[config.mk]
export PLATFORM = sky130hd
export DESIGN_NAME = gray_seq_ctrl
export DESIGN_NICKNAME = d
export VERILOG_FILES = /design/src/rtl/gray_seq_ctrl.sv
export SDC_FILE = /design/constraint.sdc
export NUM_CORES = 1
export LEC_CHECK = 0
export CAP_MARGIN = 5
export CORE_MARGIN = 4
export CORE_UTILIZATION = 42
export DETAILED_ROUTE_END_ITERATION = 16
export GPL_TIMING_DRIVEN = 0
export PLACE_DENSITY = 0.78
export SYNTH_ARGS = -nofsm -noshare
export SYNTH_HDL_FRONTEND = slang
export SYNTH_SLANG_ARGS = --single-unit
[constraint.sdc]
create_clock -name clk -period 1.87 [get_ports clk]
set_input_delay 0.374 -clock clk [delete_from_list [all_inputs] [get_ports clk]]
set_output_delay 0.374 -clock clk [all_outputs]
set_load 0.01 [all_outputs]
[src/rtl/gray_seq_ctrl.sv]
// Gray-code step sequencer: runs a modulo-MOD counter for a requested number of advances.
// Latency: one advance per cycle after start; outputs registered. Backpressure: pause level holds, stop aborts.
// Optional GRAY_SEQ_DOWN_EN adds a dir input for down-counting.
module gray_seq_ctrl #(
    parameter  int MOD     = 16,
    parameter  int STEPS_W = 8,
    localparam int CW      = $clog2(MOD)
) (
    input  logic               clk,
    input  logic               rst,
    input  logic               start,
    input  logic [STEPS_W-1:0] steps,
    input  logic               pause,
    input  logic               stop,
    input  logic               clr,
`ifdef GRAY_SEQ_DOWN_EN
    input  logic               dir,
`endif
    output logic               busy,
    output logic               done,
    output logic               wrap,
    output logic [STEPS_W-1:0] remaining,
    output logic [CW-1:0]      bin_out,
    output logic [CW-1:0]      gray_out
);

    typedef enum logic [1:0] {S_IDLE, S_RUN, S_HOLD, S_DONE} state_t;

    localparam logic [CW-1:0] MAXV = CW'(MOD - 1);

    state_t             r_state;
    state_t             w_next;
    logic               r_busy;
    logic               r_done;
    logic               r_wrap;
    logic [STEPS_W-1:0] r_rem;
    logic [CW-1:0]      r_bin;
    logic [CW-1:0]      r_gray;

    logic               w_adv;
    logic               w_load;
    logic               w_clr_cnt;
    logic               w_abort;
    logic [CW-1:0]      w_bin_nxt;
    logic [CW-1:0]      w_gray_nxt;
    logic               w_wrap_nxt;

    always_ff @(posedge clk) begin
        if (rst) r_state <= S_IDLE;
        else     r_state <= w_next;
    end

    always_comb begin
        w_next = r_state;
        case (r_state)
            S_IDLE: if (start && (steps != '0)) w_next = S_RUN;
            S_RUN: begin
                if (stop)                             w_next = S_IDLE;
                else if (pause)                       w_next = S_HOLD;
                else if (r_rem == STEPS_W'(1))        w_next = S_DONE;
            end
            S_HOLD: begin
                if (stop)        w_next = S_IDLE;
                else if (!pause) w_next = S_RUN;
            end
            S_DONE: w_next = S_IDLE;
            default: w_next = S_IDLE;
        endcase
    end

    always_comb begin
        w_adv     = (r_state == S_RUN) && !stop && !pause;
        w_load    = (r_state == S_IDLE) && start && (steps != '0);
        w_clr_cnt = (r_state == S_IDLE) && clr;
        w_abort   = ((r_state == S_RUN) || (r_state == S_HOLD)) && stop;
    end

    // Wrap compares against MOD-1 (or 0 going down) so non-power-of-two moduli never reach 2^CW.
    always_comb begin
        w_bin_nxt  = (r_bin == MAXV) ? '0 : r_bin + CW'(1);
        w_wrap_nxt = (r_bin == MAXV);
`ifdef GRAY_SEQ_DOWN_EN
        if (dir) begin
            w_bin_nxt  = (r_bin == '0) ? MAXV : r_bin - CW'(1);
            w_wrap_nxt = (r_bin == '0);
        end
`endif
        w_gray_nxt = w_bin_nxt ^ (w_bin_nxt >> 1);
    end

    always_ff @(posedge clk) begin
        if (rst) begin
            r_busy <= 1'b0;
            r_done <= 1'b0;
            r_wrap <= 1'b0;
            r_rem  <= '0;
            r_bin  <= '0;
            r_gray <= '0;
        end else begin
            r_busy <= (w_next == S_RUN) || (w_next == S_HOLD);
            r_done <= (w_next == S_DONE);
            r_wrap <= w_adv && w_wrap_nxt;
            if (w_clr_cnt) begin
                r_bin  <= '0;
                r_gray <= '0;
            end else if (w_adv) begin
                r_bin  <= w_bin_nxt;
                r_gray <= w_gray_nxt;
            end
            if (w_load)       r_rem <= steps;
            else if (w_abort) r_rem <= '0;
            else if (w_adv)   r_rem <= r_rem - STEPS_W'(1);
        end
    end

    assign busy      = r_busy;
    assign done      = r_done;
    assign wrap      = r_wrap;
    assign remaining = r_rem;
    assign bin_out   = r_bin;
    assign gray_out  = r_gray;

endmodule

==> results.sh <==
export IMPL_status="complete, no violations"
export IMPL_ys_seq_area_share_pct=33.9
export IMPL_layout_nets=205
export IMPL_p_sw_uw=553
export IMPL_synthSimpleGateAreaFrac_pct=28.4
export IMPL_power_internal_mw=1.02
export IMPL_holdWs_ns=0.466
export IMPL_seqCellArea_um2=404
export IMPL_synth_seq_cells=20
export IMPL_core_um2=2590
export IMPL_yosysWarnings=0
export IMPL_p_seq_share_pct=35.2
export IMPL_power_share_clock_pct=23.6
export IMPL_finalPower_mw=1.57
export IMPL_io_buffers=32
export IMPL_critical_path_max_stage_delay_ns=0.45
export IMPL_syn_area_um2=1180
export IMPL_cp_max_fo=2
export IMPL_layout_drive_gt1_share_pct=18.1
export IMPL_clk_latency_ns=0.31
export IMPL_num_rows=18
export IMPL_crit_arrival_ns=2.07
export IMPL_yosys_area_share_adder_pct=8.47
export IMPL_drt_iter0_drc=53
export IMPL_finalWeightedCongestion=0.889
export IMPL_worstSetupStartpointType="primary input"
export IMPL_maxSlewHeadroom_pct=68.7
export IMPL_comb_power_share_pct=41.2
export IMPL_crit_path_end_kind="flip-flop"
export IMPL_synthMuxAreaShare_pct=0
export IMPL_period_share_pct=98.9
export IMPL_worst_pin_slew_ns=0.470
export IMPL_yosysMostFrequentCell="nand2_1"
export IMPL_synth_compound_area_share_pct=21.3
export IMPL_drv_slew=0
export IMPL_p_sw_share_pct=35.1
export IMPL_drc=0
export IMPL_synthArstFlopShare_pct=0
export IMPL_routed_wirelength_um=3040
export IMPL_synth_top_cell_by_area="dfxtp_1"
export IMPL_path_clk_slew_ns=0.13
export IMPL_boundaryPins=33
export IMPL_synth_cell_type_count=35
export IMPL_drv_cap=0
export IMPL_synthTopCellsByCount="nand2_1, dfxtp_1, a21oi_1"
export IMPL_synth_ff_type="dfxtp_1"
export IMPL_synth_area_top_cells="dfxtp_1, ha_1, nand2_1"
export IMPL_clockBufferDepth=2
export IMPL_path_cells="clkdlybuf4s50_1, or4_4, o21ai_4, a22oi_2, a2bb2oi_2, ha_1, nor2b_1"
export IMPL_synth_edf_count=0
export IMPL_cts_tree="yes"
export IMPL_overflow=0
export IMPL_grt_max_degree=13
export IMPL_syn_num_nets=168
export IMPL_vias_per_cell=5.84
export IMPL_fillCellCount=221
export IMPL_first_pass_iters=4
export IMPL_cts_hold_fix_buffers=0
export IMPL_synthXorXnorAreaFrac_pct=3.70
export IMPL_start_util_pct=45.7
export IMPL_rsz0062_at_grt="true"
export IMPL_cp_required_ns=2.09
export IMPL_die_w_um=61.1
export IMPL_setup_viol=0
export IMPL_antenna_cells=0
export IMPL_crit_type="primary input to flip-flop"
export IMPL_grt_pass1_vias=1208
export IMPL_fin_crit_ns=1.85
export IMPL_syn_inst=146
export IMPL_grt_first_pass_wirelength_um=5040
export IMPL_preCtsSetupSlack_ns=-0.679
export IMPL_fin_ws_ns=0.0203
export IMPL_crit_slowest_cell="or4_4"
export IMPL_dieArea_um2=3730
export IMPL_hold_path_class="flip-flop to flip-flop"
export IMPL_synth_top_family_by_area="simple AND/OR/NAND/NOR gates"
export IMPL_grtUsageTotal_pct=17.7
export IMPL_multi_input_area_um2=812
export IMPL_clkSinkCount=20
export IMPL_root_buffer="clkbuf_4"
export IMPL_num_vias=1238
export IMPL_dieHeight_um=61.1
export IMPL_place_inst=208
export IMPL_antenna_found_initial=0
export IMPL_ant_nets=0
export IMPL_hold_violations=0
export IMPL_p_per_area_nw_per_um2=940
export IMPL_synthToLayoutAreaGrowth_pct=41.6
export IMPL_ir_drop_uv=720
export IMPL_wl_per_cell_um=14.3
export IMPL_max_freq_ghz=0.541
export IMPL_cts_buffers=3
export IMPL_final_cells=212
export IMPL_synth_top_area_share_pct=33.9
export IMPL_hpwlAfterDp_um=2250
export IMPL_syn_avg_cell_area_um2=8.10
export IMPL_finClkSkew_ns=0.00218
export IMPL_htree_levels=1
export IMPL_p_leak_nw=0.646
## placed cells by master (no fill, tap or decap), drive strengths merged, types with 4 or more instances in the layout
cell type / n
nor2b: 4
ha: 8
a21oi: 13
o21ai: 5
dlygate4sd2: 7
inv: 6
nor2: 10
nand3: 6
clkbuf: 4
nand2: 22
a22oi: 5
dfxtp: 20
nor3: 10
a211oi: 5
clkdlybuf4s50: 25
## cell families (layout without fill, tap and decap cells)
logic type	after synthesis	after routing
buf+inv	11	47
compound gates	37	37
flops	20	20
fa+ha+maj	8	8
simple gates	65	65
xor+xnor	5	5
## area by class of cell
class / count / area share (%)
clock buffers: 3 / 1.35
clock inverters: 1 / 1.79
flip-flops and latches: 20 / 24.1
plain buffers: 4 / 1.57
well taps: 30 / 2.24
repair buffers: 33 / 19.1
multi-input cells: 115 / 48.5
inverters: 6 / 1.35
## sequential cells by signal (all words and copies together), names as in the netlist
register / flops
wrap: 1
r_state: 2
bin_out: 4
remaining: 8
gray_out: 3
done: 1
busy: 1
## metal layers
metal / vias to the layer above / GRT usage, % / share of wire (%)
met5: - / 0 / 0
met3: 10 / 4.40 / 8.3
met2: 61 / 31.0 / 46
met1: 574 / 20.6 / 43
met4: 0 / 7.12 / 2.7
li1: 593 / - / -
## power groups by stage
stage          Combinational (mW)  Clock (mW)  Sequential, mW
3_3_place_gp                0.558           0           0.546
2_1_floorplan               0.354           0           0.557
6_report                    0.648       0.371           0.555
3_5_place_dp                0.574           0           0.547
4_1_cts                     0.615       0.368           0.542
5_1_grt                     0.716       0.394           0.563
## repair_timing
item	in CTS	in global routing
pin swaps	6	2
gates resized for setup	19	11
endpoints found under the hold margin	0	0
buffers inserted	1	0
setup endpoints to repair	20	13
## worst paths after layout
kind	start	to	slack [ns]	cells after the start
setup / recovery	steps[6]	busy$_SDFF_PP0_	0.02	7
hold / removal	gray_out[1]$_SDFFE_PP0P_	gray_out[1]$_SDFFE_PP0P_	0.47	2
setup reg to reg	r_state[1]$_SDFF_PP0_	busy$_SDFF_PP0_	0.07	6
hold reg to reg	gray_out[1]$_SDFFE_PP0P_	gray_out[1]$_SDFFE_PP0P_	0.47	2
## metrics by stage
step	util (%)	setup TNS (ns)	cell area, um2
2_1_floorplan	-	0	1180
3_3_place_gp	59.5	-9.41	1540
3_5_place_dp	59.5	-9.79	1540
4_1_cts	63.2	0	1640
5_1_grt	64.6	-0.0729	1670
6_report	64.6	0	1670
## worst max-delay path, delay by kind of cell
| kind | cells | cell delay (ns) |
|---|---|---|
| AOI/OAI and AO/OA | 3 | 0.42 |
| and+or+nand+nor | 2 | 0.57 |
| buffers and inverters | 1 | 0.42 |
| adders and majority gates | 1 | 0.28 |
Note: power is estimated with default switching activity, not from simulation.
